--- config.mk ---
export PLATFORM = sky130hd
export DESIGN_NAME = pipelined_carry_select_adder
export DESIGN_NICKNAME = d
export VERILOG_FILES = /design/src/rtl/csa_pkg.sv /design/src/rtl/csa_select_block.sv /design/src/rtl/pipelined_carry_select_adder.sv
export SDC_FILE = /design/constraint.sdc
export NUM_CORES = 1
export LEC_CHECK = 0
export ABC_AREA = 1
export CAP_MARGIN = 5
export CORE_MARGIN = 2
export CORE_UTILIZATION = 45
export DETAILED_ROUTE_END_ITERATION = 12
export GPL_ROUTABILITY_DRIVEN = 0
export HOLD_SLACK_MARGIN = 0.05
export PLACE_DENSITY = 0.74
export SYNTH_ARGS = -nofsm -noshare
export SYNTH_HDL_FRONTEND = slang
export SYNTH_SLANG_ARGS = --single-unit
--- constraint.sdc ---
create_clock -name clk -period 5.5 [get_ports clk]
set_input_delay 0.825 -clock clk [delete_from_list [all_inputs] [get_ports clk]]
set_output_delay 0.825 -clock clk [all_outputs]
set_load 0.005 [all_outputs]
--- src/rtl/csa_pkg.sv ---
// Shared types, constants and helpers for the pipelined carry-select adder.
package csa_pkg;

   // Default segment width; one pipeline stage per segment.
   localparam int CSA_DEFAULT_BLOCK = 8;

   // Per-stage control state. The partial sum and the remaining operand bits
   // are WIDTH-dependent, so they sit beside this struct as parameter-sized
   // arrays in the top rather than inside it.
   typedef struct packed {
      logic valid;  // stage holds a live transaction (not a bubble)
      logic carry;  // carry out of this stage's segment
   } csa_stage_t;

   // Pipeline depth; a bad BLOCK is caught separately at elaboration.
   function automatic int calc_num_blk(input int width, input int block);
      if (block < 1) return 1;
      return width / block;
   endfunction

endpackage

--- src/rtl/csa_select_block.sv ---
// One carry-select segment: two ripple chains (carry-in 0 and 1) computed in
// parallel, then a 2:1 select on the real incoming carry. Purely combinational.
module csa_select_block #(
   parameter int BLOCK = 8
) (
   input  logic [BLOCK-1:0] a,
   input  logic [BLOCK-1:0] b,
   input  logic             cin,
   output logic [BLOCK-1:0] sum,
   output logic             cout
);

   logic [BLOCK-1:0] sum0;
   logic [BLOCK-1:0] sum1;
   logic             c0;
   logic             c1;

   // Dual ripple chains, one assuming carry-in 0 and one assuming carry-in 1.
   always_comb begin
      // NOTE: blocking assignments are required here; c0/c1 carry the ripple
      // from one loop iteration to the next within the same evaluation.
      sum0 = '0;
      sum1 = '0;
      c0   = 1'b0;
      c1   = 1'b1;
      for (int i = 0; i < BLOCK; i++) begin
         sum0[i] = a[i] ^ b[i] ^ c0;
         c0      = (a[i] & b[i]) | (c0 & (a[i] ^ b[i]));
         sum1[i] = a[i] ^ b[i] ^ c1;
         c1      = (a[i] & b[i]) | (c1 & (a[i] ^ b[i]));
      end
   end

   // Late select on the incoming carry.
   assign sum  = cin ? sum1 : sum0;
   assign cout = cin ? c1   : c0;

endmodule

--- src/rtl/pipelined_carry_select_adder.sv ---
// Pipelined carry-select adder with a valid/ready stream interface.
// One register stage per BLOCK-bit segment; latency NUM_BLK cycles.
// Optional macro CSA_SUB_EN adds in_sub: computes A + ~B + 1 when set.
module pipelined_carry_select_adder
   import csa_pkg::*;
#(
   parameter int WIDTH = 32,
   parameter int BLOCK = CSA_DEFAULT_BLOCK
) (
   input  logic             clk,
   input  logic             rst,
   input  logic             in_valid,
   output logic             in_ready,
   input  logic [WIDTH-1:0] in_a,
   input  logic [WIDTH-1:0] in_b,
   input  logic             in_cin,
`ifdef CSA_SUB_EN
   input  logic             in_sub,
`endif
   output logic             out_valid,
   input  logic             out_ready,
   output logic [WIDTH-1:0] out_sum,
   output logic             out_cout,
   output logic             out_ovf
);

   localparam int NUM_BLK = calc_num_blk(WIDTH, BLOCK);

   if (BLOCK < 1) begin : g_bad_block
      $error("pipelined_carry_select_adder: BLOCK must be >= 1");
   end else if ((WIDTH % BLOCK) != 0) begin : g_bad_width
      $error("pipelined_carry_select_adder: WIDTH must be a multiple of BLOCK");
   end

   // Effective operand B and carry-in; subtraction folds into the ingress.
   logic [WIDTH-1:0] b_eff;
   logic             cin_eff;
`ifdef CSA_SUB_EN
   assign b_eff   = in_sub ? ~in_b : in_b;
   assign cin_eff = in_sub | in_cin;
`else
   assign b_eff   = in_b;
   assign cin_eff = in_cin;
`endif

   // Whole pipeline advances together whenever the output slot can move.
   logic adv;
   assign adv      = !out_valid || out_ready;
   assign in_ready = adv;

   csa_stage_t       st_q  [NUM_BLK];
   logic [WIDTH-1:0] sum_q [NUM_BLK];
   logic [WIDTH-1:0] a_q   [NUM_BLK];
   logic [WIDTH-1:0] b_q   [NUM_BLK];
   logic             ovf_q;

   for (genvar k = 0; k < NUM_BLK; k++) begin : g_stage
      logic [WIDTH-1:0] a_src;
      logic [WIDTH-1:0] b_src;
      logic [WIDTH-1:0] sum_src;
      logic             c_src;
      logic             v_src;
      logic [BLOCK-1:0] seg_sum;
      logic             seg_cout;
      logic [WIDTH-1:0] sum_nxt;

      if (k == 0) begin : g_head
         assign a_src   = in_a;
         assign b_src   = b_eff;
         assign sum_src = '0;
         assign c_src   = cin_eff;
         assign v_src   = in_valid;
      end else begin : g_link
         assign a_src   = a_q[k-1];
         assign b_src   = b_q[k-1];
         assign sum_src = sum_q[k-1];
         assign c_src   = st_q[k-1].carry;
         assign v_src   = st_q[k-1].valid;
      end

      csa_select_block #(.BLOCK(BLOCK)) u_blk (
         .a    (a_src[k*BLOCK +: BLOCK]),
         .b    (b_src[k*BLOCK +: BLOCK]),
         .cin  (c_src),
         .sum  (seg_sum),
         .cout (seg_cout)
      );

      // Merge this segment's result into the travelling partial sum.
      always_comb begin
         sum_nxt                    = sum_src;
         sum_nxt[k*BLOCK +: BLOCK]  = seg_sum;
      end

      // Stage control and partial-sum register; bubbles shift like data.
      always_ff @(posedge clk or posedge rst) begin
         // NOTE: non-blocking assignments for all state so every stage
         // samples its predecessor's pre-edge value.
         if (rst) begin
            st_q[k].valid <= 1'b0;
            st_q[k].carry <= 1'b0;
            sum_q[k]      <= '0;
         end else if (adv) begin
            st_q[k].valid <= v_src;
            st_q[k].carry <= seg_cout;
            sum_q[k]      <= sum_nxt;
         end
      end

      // Operand skew registers carry the upper segments to later stages.
      always_ff @(posedge clk) begin
         // NOTE: no reset on operand skew registers; their content is only
         // consumed alongside a set valid bit, which reset does clear.
         if (adv) begin
            a_q[k] <= a_src;
            b_q[k] <= b_src;
         end
      end

      if (k == NUM_BLK - 1) begin : g_tail
         // Signed overflow: carry into MSB (a^b^sum at MSB) XOR carry out.
         always_ff @(posedge clk or posedge rst) begin
            if (rst) begin
               ovf_q <= 1'b0;
            end else if (adv) begin
               ovf_q <= a_src[WIDTH-1] ^ b_src[WIDTH-1] ^ seg_sum[BLOCK-1] ^ seg_cout;
            end
         end
      end
   end

   assign out_valid = st_q[NUM_BLK-1].valid;
   assign out_sum   = sum_q[NUM_BLK-1];
   assign out_cout  = st_q[NUM_BLK-1].carry;
   assign out_ovf   = ovf_q;

endmodule

# Word level (Yosys, flattened, before mapping)
# Memory sizes are Yosys's and may differ from the RTL's.
# Cells that the tools add are included.
# W data, S select, Z words.
op_classes:
  mux: 10
  bitwise_logic: 242
  reduce_logical: 2
ops:
  columns: ["op", "count"]
  rows:
  - ["$xor A1 B1 Y1", 90]
  - ["$and A1 B1 Y1", 88]
  - ["$or A1 B1 Y1", 60]
  - ["$mux W8", 4]
  - ["$mux W1", 6]
  - ["$not A1 Y1", 4]
  - ["$logic_not A1 Y1", 1]
  - ["$logic_or A1 B1 Y1", 1]
word_totals:
  reg_bits: 89
  ramBits: 256
  in_bits: 69
  out_inout_bits: 36
  word_cells: 269
  memories: 2
memory_table:
  columns: ["memory", "depth", "width", "rd", "rd_clocked_by_memory_dff", "write_ports", "line", "text"]
  rows:
  - ["a_q", 4, 32, 3, 0, 4, "pipelined_carry_select_adder.sv:53", "logic [WIDTH-1:0] a_q [NUM_BLK];"]
  - ["b_q", 4, 32, 3, 0, 4, "pipelined_carry_select_adder.sv:54", "logic [WIDTH-1:0] b_q [NUM_BLK];"]

# Longest topological paths before layout
# Gate-level depths: netlist of run 1.
# An unclocked memory read counts as a cell.
logic_depth:
  depth_word: 19
  mapped_depth: 16
  mapped_depth_nobuf: 16

# Modules after synthesis
# A second synthesis of run 1 with hierarchy kept.
unflattened:
  hier_cells: 579
  hier_area_um2: 7263.2
by_module_without_submodules:
  columns: ["mod", "n_inst", "cells_each", "area_per_inst_um2", "seq_area_each_um2"]
  rows:
  - ["pipelined_carry_select_adder", 1, 459, 6287.3, 5109.9]
  - ["csa_select_block", 4, 30, 244.0, 0.0]

# Worst setup path before layout of run 1
# Ideal clock, no wire load.
synth_timing:
  path_type: "input-to-reg"
  start: "input port in_a[0]"
  end: "register sum_q (netlist bit g_stage[1].sum_src[7])"
  setup_ps: 83
  arrival_ps: 3823
  required_ps: 5417
  setup_slack_ps: 1594
  cell_stages: 14
  n_path_buf: 0
  path_cell_list: "ha_1 > nand2_1 > o21ai_0 > fa_1 > fa_1 > fa_1 > fa_1 > inv_1 > fa_1 > inv_1 > fa_1 > inv_1 > fa_1 > o21ai_0"
synth_via:
  elab_chain_len: 16
  word_cells_on_any_way: 30
  cone_classes: "mux: 1; bitwise: 29"
synth_lines:
  columns: ["element", "line", "text"]
  rows:
  - ["start: declaration", "pipelined_carry_select_adder.sv:14", "input logic [WIDTH-1:0] in_a,"]
  - ["$and A1 B1 Y1 or $xor A1 B1 Y1 (tied branches)", null, null]
  - ["$or A1 B1 Y1", "csa_select_block.sv:30", "c1 = (a[i] & b[i]) | (c1 & (a[i] ^ b[i]));"]
  - ["$and A1 B1 Y1", "csa_select_block.sv:30", null]
  - ["$or A1 B1 Y1", "csa_select_block.sv:30", null]
  - ["$and A1 B1 Y1", "csa_select_block.sv:30", null]
  - ["$or A1 B1 Y1", "csa_select_block.sv:30", null]
  - ["$and A1 B1 Y1", "csa_select_block.sv:30", null]
  - ["$or A1 B1 Y1", "csa_select_block.sv:30", null]
  - ["$and A1 B1 Y1", "csa_select_block.sv:30", null]
  - ["$or A1 B1 Y1", "csa_select_block.sv:30", null]
  - ["$and A1 B1 Y1", "csa_select_block.sv:30", null]
  - ["$or A1 B1 Y1", "csa_select_block.sv:30", null]
  - ["$and A1 B1 Y1", "csa_select_block.sv:30", null]
  - ["$or A1 B1 Y1", "csa_select_block.sv:30", null]
  - ["$xor A1 B1 Y1", "csa_select_block.sv:29", "sum1[i] = a[i] ^ b[i] ^ c1;"]
  - ["$mux W8 (*)", "csa_select_block.sv:35", "assign sum = cin ? sum1 : sum0;"]
  - ["end signal: indexed assignment", "pipelined_carry_select_adder.sv:106", "sum_q[k] <= sum_nxt;"]
  - ["end: declaration", "pipelined_carry_select_adder.sv:52", "logic [WIDTH-1:0] sum_q [NUM_BLK];"]
# Mark *: on every way between the ends. The rest lies on a longest branch, timed or not.
# A chain may end at the register's enable or synchronous reset.

# Worst setup path in the final report of run 1
# Ends and elaborated chain as after synthesis.

==> summary.log, run 1 <==
[status] result of the run complete, no violations
[routing] Post-DRT Antenna Nets 0
[pwr] Logic pwr share 26.1%
[cts] largest buffer count on any clock path 2
[cts] Skew-Pair Late Insertion Delay 420 ps
[layout] commonest non-fill, non-tap cell in the layout nand2_1
[routing] 1st-pass router iterations 4
[timing] clk_skew 7.61 ps
[routing] number of design rule violations left after detail routing 0
[timing] max-slew violations 0
[timing] worst path setup slack after routing 1350 ps
[job] max-cap violations 0
[logic_synthesis] Synth area leaders edfxtp_1 41%, dfrtp_1 32%, fa_1 8.0%
[routing] mean routed wirelength per cell 12.9 um
[floorplan] width of the chip 129 um
[floorplan] count of boundary I/O pins 105
[pwr] share of total power consumed by net switching 30.2%
[critical_path] crit path launch type input port
[pwr] Worst VDD drop 0.262 mV
[layout] Final Net Count 739
[timing] Min Clock Period, post-route 4150 ps
[logic_synthesis] Simple-Gate Fraction of Synth Area 8.48%
[layout] synth-to-layout area growth 25.3%
[placed_design] HPWL after detailed placement 7460 um
[timing] number of failing hold endpoints at the final stage 0
[critical_path] largest fanout on the critical path 2
[layout] final instance area 8830 um^2
[layout] most frequent cells in the layout 148 x nand2_1, 104 x clkdlybuf4s50_1, 96 x edfxtp_1
[timing] max-slew headroom at the worst pin 26.4%
[layout] Antenna Cells 0
[pwr] Switch Pwr 1.37 mW
[routing] post-DR vias/cell 4.56
[logic_synthesis] cell taking the most area after synthesis edfxtp_1
[pwr] post-layout total power 4.55 mW
[layout] fraction of layout cells with a size suffix above 1 5.56%
[floorplan] Starting Density 46.2%
[timing] Max Clock Freq 0.241 GHz
[logic_synthesis] count of state elements after synthesis 185
[cts] Post-CTS Resized 0
[critical_path] Critical Path Sink Type flip-flop
[logic_synthesis] post-synthesis cell area 7050 um^2
[cts] clock input transition at the sequential cells of the worst setup and hold paths 70 ps
[cts] total setup buffers inserted after CTS 0
[logic_synthesis] mean instance size in the synthesized netlist 13.4 um^2
[cts] clock buffer count from CTS 17
[timing] number of setup violations in the final report 0
[logic_synthesis] post-synthesis sequential area ratio 72.5%
[grt] number of global-route vias before repair 3998
[logic_synthesis] compound-gate portion of the synthesized area 4.76%
[cts] H-Tree Depth 4
[layout] fillcell total 1258
[floorplan] area of the core 15300 um^2
[grt] number of antenna violations at the first check in global routing 0
[placed_design] number of input and output port buffers inserted 104
[pwr] relative contribution of sequential cells to total power 49.5%
[logic_synthesis] Synth Area in XOR/XNOR 0%
[timing] unrepaired setup endpoints after global routing false
[logic_synthesis] adder-cell area share of the yosys netlist 9.37%
[routing] Iter 0 DRT Violations 203
[routing] Via Count 3916
[routing] final WL 11100 um
[logic_synthesis] area share of the largest cell type after synthesis 40.9%
[grt] global route overflow 0
[floorplan] die outline height 129 um
[cts] Clock Root Buffer clkbuf_16
[layout] filler-free cell count of the finished design 858
[placed_design] worst slack after detailed placement 913 ps
[grt] first-pass GRT wire length 18700 um
[cts] CTS sink cnt 185
[critical_path] Worst Path Required 5840 ps
[critical_path] class of the most critical setup path in2reg
[timing] final sum of negative setup slack 0 ps
[logic_synthesis] mux cell area share after synthesis 0%
[placed_design] cell count after placement 826
[logic_synthesis] Yosys Warn Count 0
[grt] all-layer global routing usage 14.7%
[logic_synthesis] largest family of logic cells by synthesized area adder cells
[cts] TritonCTS clock tree done
[floorplan] number of placement rows 45
[pwr] fraction of power consumed by the clock network 24.5%
[cts] hold buffers post-CTS 0
[logic_synthesis] Gate Count Post-Synth 527
[grt] pin count of the biggest net entering global routing 100
[timing] slew at the pin closest to its max-slew limit 1100 ps
[timing] final worst path period share 75.4%
[pwr] static leakage 3.78 nW
[logic_synthesis] Post-Synthesis Net Count 632
[critical_path] Worst Path Arrival 4490 ps
[logic_synthesis] number of distinct standard cells referenced by the synthesized netlist 15
[min_path] worst hold path type reg2reg
[placed_design] post-placement cell area 8290 um^2
[pwr] Int Power 3.17 mW
[pwr] power per standard cell area 515 nW/um^2
[floorplan] DIE AREA 16700 um^2
[synth_stat cells, drive strengths merged]
library cell / instances
inv: 66
ha: 8
fa: 28
nor2: 1
nand3: 5
buf: 13
edfxtp: 96
o21ai: 67
clkbuf: 5
nand2: 149
dfrtp: 89
[sequential cells by signal, summed over array words and instances (netlist names)]
register / count
g_stage.v_src: 3
out_cout: 1
out_sum: 32
b_q: 48
out_ovf: 1
out_valid: 1
g_stage.sum_src: 48
g_stage.c_src: 3
a_q: 48
[per-stage QoR]
step | util (%) | hold WS [ps]
after floorplan | - | 400
after global placement | 54.3 | 402
after detailed placement | 54.3 | 405
after CTS | 57.9 | 418
after global routing | 57.9 | 426
final | 57.9 | 417
[power by group through the flow]
| stage | Combinational [mW] | Sequential [mW] | Clock (mW) |
|---|---|---|---|
| floorplan | 0.705 | 2.24 | 0 |
| global placement | 1.15 | 2.25 | 0 |
| detailed placement | 1.21 | 2.29 | 0 |
| CTS | 1.22 | 2.26 | 1.14 |
| global route | 1.40 | 2.31 | 1.20 |
| finish | 1.19 | 2.25 | 1.11 |
[path summary, 6_finish.rpt]
path                                 startpoint                                 end  slack (ps)  cells after the start
min reg2reg                b_q[1][28]$_DFFE_PP_                b_q[2][28]$_DFFE_PP_         420                      0
min in group asynchronous                   rst   g_stage[3].sum_src[8]$_DFFE_PP0P_        1010                      2
min                        b_q[1][28]$_DFFE_PP_                b_q[2][28]$_DFFE_PP_         420                      0
max                                     in_a[0]   g_stage[1].sum_src[7]$_DFFE_PP0P_        1350                     15
max in group asynchronous                   rst        g_stage[1].v_src$_DFFE_PP0P_        3790                      2
max reg2reg                a_q[1][16]$_DFFE_PP_  g_stage[3].sum_src[23]$_DFFE_PP0P_        1430                     12
[routing by layer]
| metal | global-route usage (%) | part of all wire, % | up-vias |
|---|---|---|---|
| met3 | 4.29 | 5.0 | 22 |
| met5 | 0 | 0 | - |
| li1 | - | - | 1912 |
| met2 | 24.8 | 52 | 85 |
| met4 | 6.91 | 2.3 | 0 |
| met1 | 17.5 | 40 | 1897 |
[cell type report]
cell class	count	area, um^2	area share (%)
multi-input combinational	258	1610	18.2
clock buffer	18	429	4.86
sequential	185	5110	57.9
tap	211	264	2.99
timing repair buffer	106	1060	12.0
clock inverter	14	113	1.28
inverter	66	250	2.83
[cells by family (layout without fill, tap and decap cells)]
family	after synthesis	in the layout
AOI/OAI and AO/OA	67	67
buffers and inverters	84	204
and+or+nand+nor	155	155
DFF	185	185
adders and majority gates	36	36
[worst max-delay path, cell delays in order]
cell	delay, ps
clkdlybuf4s50_1	420
ha_1	200
nand2_1	50
o21ai_0	90
fa_1	410
fa_1	420
fa_1	400
fa_1	400
inv_1	80
fa_1	150
inv_1	50
fa_1	350
inv_1	70
fa_1	390
o21ai_0	170
(Power assumes the default switching activity.)
==> run 2, diff against run 1 <==
==> constraint.sdc (replaced) <==
create_clock -name clk -period 4.1 [get_ports clk]
set_input_delay 0.615 -clock clk [delete_from_list [all_inputs] [get_ports clk]]
set_output_delay 0.615 -clock clk [all_outputs]
set_load 0.005 [all_outputs]
==> summary.log, run 2 (synthesized netlist as in run 1, its figures left out) <==
[cts] largest buffer count on any clock path 2 [unchanged]
[status] result of the run complete, no violations
[routing] 1st-pass router iterations 4 [unchanged]
[grt] pin count of the biggest net entering global routing 177 [+77%]
[pwr] post-layout total power 6.27 mW [+38%]
[critical_path] crit path launch type input port
[timing] number of setup violations in the final report 0 [unchanged]
[cts] hold buffers post-CTS 0 [unchanged]
[layout] fraction of layout cells with a size suffix above 1 6.62% [+1.1 points]
[critical_path] CP max stage delay 420 ps [about the same]
[pwr] static leakage 3.81 nW [+0.81%]
[layout] Final Net Count 742 [+0.41%]
[grt] global route overflow 0 [unchanged]
[floorplan] Starting Density 46.2% [unchanged]
[cts] Clock Root Buffer clkbuf_16
[routing] number of design rule violations left after detail routing 0 [unchanged]
[timing] final worst path period share 94.8%
[pwr] power per standard cell area 703 nW/um^2 [+37%]
[placed_design] cell count after placement 829 [+0.36%]
[timing] number of failing hold endpoints at the final stage 0 [unchanged]
[placed_design] number of input and output port buffers inserted 104 [unchanged]
[layout] post-route core utilization 58.4% [+0.54 points]
[cts] H-Tree Depth 4 [unchanged]
[floorplan] count of boundary I/O pins 105 [unchanged]
[cts] clock input transition at the sequential cells of the worst setup and hold paths 70 ps [about the same]
[critical_path] dominant cell type by count on the critical path fa_1
[timing] max-slew headroom at the worst pin 42.7% [+16 points]
[placed_design] worst slack after detailed placement -259 ps [-1170 ps]
[critical_path] Critical Path Sink Type flip-flop
[layout] filler-free cell count of the finished design 861 [+0.35%]
[timing] slew at the pin closest to its max-slew limit 860 ps [-241 ps]
[critical_path] largest fanout on the critical path 2 [unchanged]
[routing] final WL 11400 um [+3.1%]
[grt] number of antenna violations at the first check in global routing 0 [unchanged]
[timing] clk_skew 6.92 ps [-0.699 ps]
[routing] Post-DRT Antenna Nets 0 [unchanged]
[floorplan] area of the core 15300 um^2 [unchanged]
[critical_path] Worst Path Arrival 4220 ps [-270 ps]
[routing] mean routed wirelength per cell 13.3 um [+2.7%]
[min_path] worst hold path type reg2reg
[timing] max-slew violations 0 [unchanged]
[floorplan] width of the chip 129 um [unchanged]
[timing] Fin Hold WS 415 ps [-1.87 ps]
[floorplan] die outline height 129 um [unchanged]
[timing] Min Clock Period, post-route 3890 ps
[placed_design] HPWL after detailed placement 7530 um [+0.92%]
[critical_path] class of the most critical setup path in2reg
[timing] Max Clock Freq 0.257 GHz
[routing] Via Count 3900 [-0.41%]
[cts] Skew-Pair Late Insertion Delay 430 ps [about the same]
[job] max-cap violations 0 [unchanged]
[timing] worst path setup slack after routing 213 ps [-1140 ps]
[critical_path] Cell Chain, Critical Path clkdlybuf4s50_1, ha_1, nand2_1, o21ai_0, fa_1, fa_1, fa_1, fa_1, inv_1, fa_1, inv_1, fa_1, inv_1, fa_1, o21ai_0
[routing] post-DR vias/cell 4.53 [-0.76%]
[critical_path] Worst Path Required 4440 ps [-1400 ps]
[pwr] Worst VDD drop 0.319 mV [+22%]
[floorplan] DIE AREA 16700 um^2 [unchanged]
[layout] commonest non-fill, non-tap cell in the layout nand2_1
[cts] CTS sink cnt 185 [unchanged]
[layout] Antenna Cells 0 [unchanged]
[timing] unrepaired setup endpoints after global routing false
[layout] most frequent cells in the layout 148 x nand2_1, 104 x clkdlybuf4s50_1, 96 x edfxtp_1
[grt] all-layer global routing usage 14.7% [-0.017 points]
[routing] Iter 0 DRT Violations 167 [-18%]
[grt] first-pass GRT wire length 18500 um [-1.3%]
[critical_path] critical-path cell with the highest stage delay clkdlybuf4s50_1
[grt] number of global-route vias before repair 3983 [-0.38%]
[layout] synth-to-layout area growth 26.4%
[cts] clock buffer count from CTS 17 [unchanged]
[floorplan] number of placement rows 45 [unchanged]
[cts] TritonCTS clock tree done
[run 2: worst max-delay path, delay by kind of cell]
family                     cells  cell delay (ps)
adders and majority gates      8             2680
AOI/OAI and AO/OA              2              240
buffers and inverters          4              630
and+or+nand+nor                1               50
[run 2: final cells by class]
type,instances,area [um^2]
Tap cell,211,264
Inverter,66,250
Clock buffer,20,437
Fill cell,1212,6350
Timing Repair Buffer,109,1090
Clock inverter,12,140
Sequential cell,185,5110
Multi-Input combinational cell,258,1620
[run 2: timing repair]
| action | 4_1_cts | 5_1_grt |
|---|---|---|
| buffers inserted | 0 | 0 |
| gates resized for setup | 1 | 5 |
| endpoints found under the hold margin | 0 | 0 |
| setup endpoints to repair | 1 | 4 |
| cloned | 0 | 0 |
[run 2: path summary, 6_finish.rpt]
kind	startpoint	slack, ps	cells after the start	end
setup reg to reg	a_q[1][16]$_DFFE_PP_	210	12	g_stage[3].sum_src[23]$_DFFE_PP0P_
min in group asynchronous	rst	520	2	out_sum[8]$_DFFE_PP0P_
hold reg to reg	b_q[1][27]$_DFFE_PP_	420	0	b_q[2][27]$_DFFE_PP_
hold / removal	b_q[1][27]$_DFFE_PP_	420	0	b_q[2][27]$_DFFE_PP_
setup / recovery	in_a[0]	210	15	g_stage[1].sum_src[7]$_DFFE_PP0P_
max in group asynchronous	rst	2810	3	g_stage[2].sum_src[11]$_DFFE_PP0P_
[run 2: layer usage]
layer,vias to the layer above,share of wire [%],routed length [um],GRT usage (%)
met4,0,1.9,214,6.78
li1,1920,-,-,-
met3,19,5.0,573,4.79
met2,82,51,5780,24.2
met1,1879,43,4860,17.6
met5,-,0,0,0
[run 2: stage by stage]
stage	cell area, um^2	TNS, ps
final	8910	0
after CTS	8900	0
after global placement	8320	-194
after detailed placement	8320	-305
after global routing	8910	0
after floorplan	7050	0
[run 2: power by group]
group / leakage (nW) / total [mW] / switching (mW) / internal, mW
Sequential: 2.05 / 3.03 / 0.301 / 2.73
Clock: 0.272 / 1.60 / 0.688 / 0.908
Combinational: 1.48 / 1.64 / 0.864 / 0.781
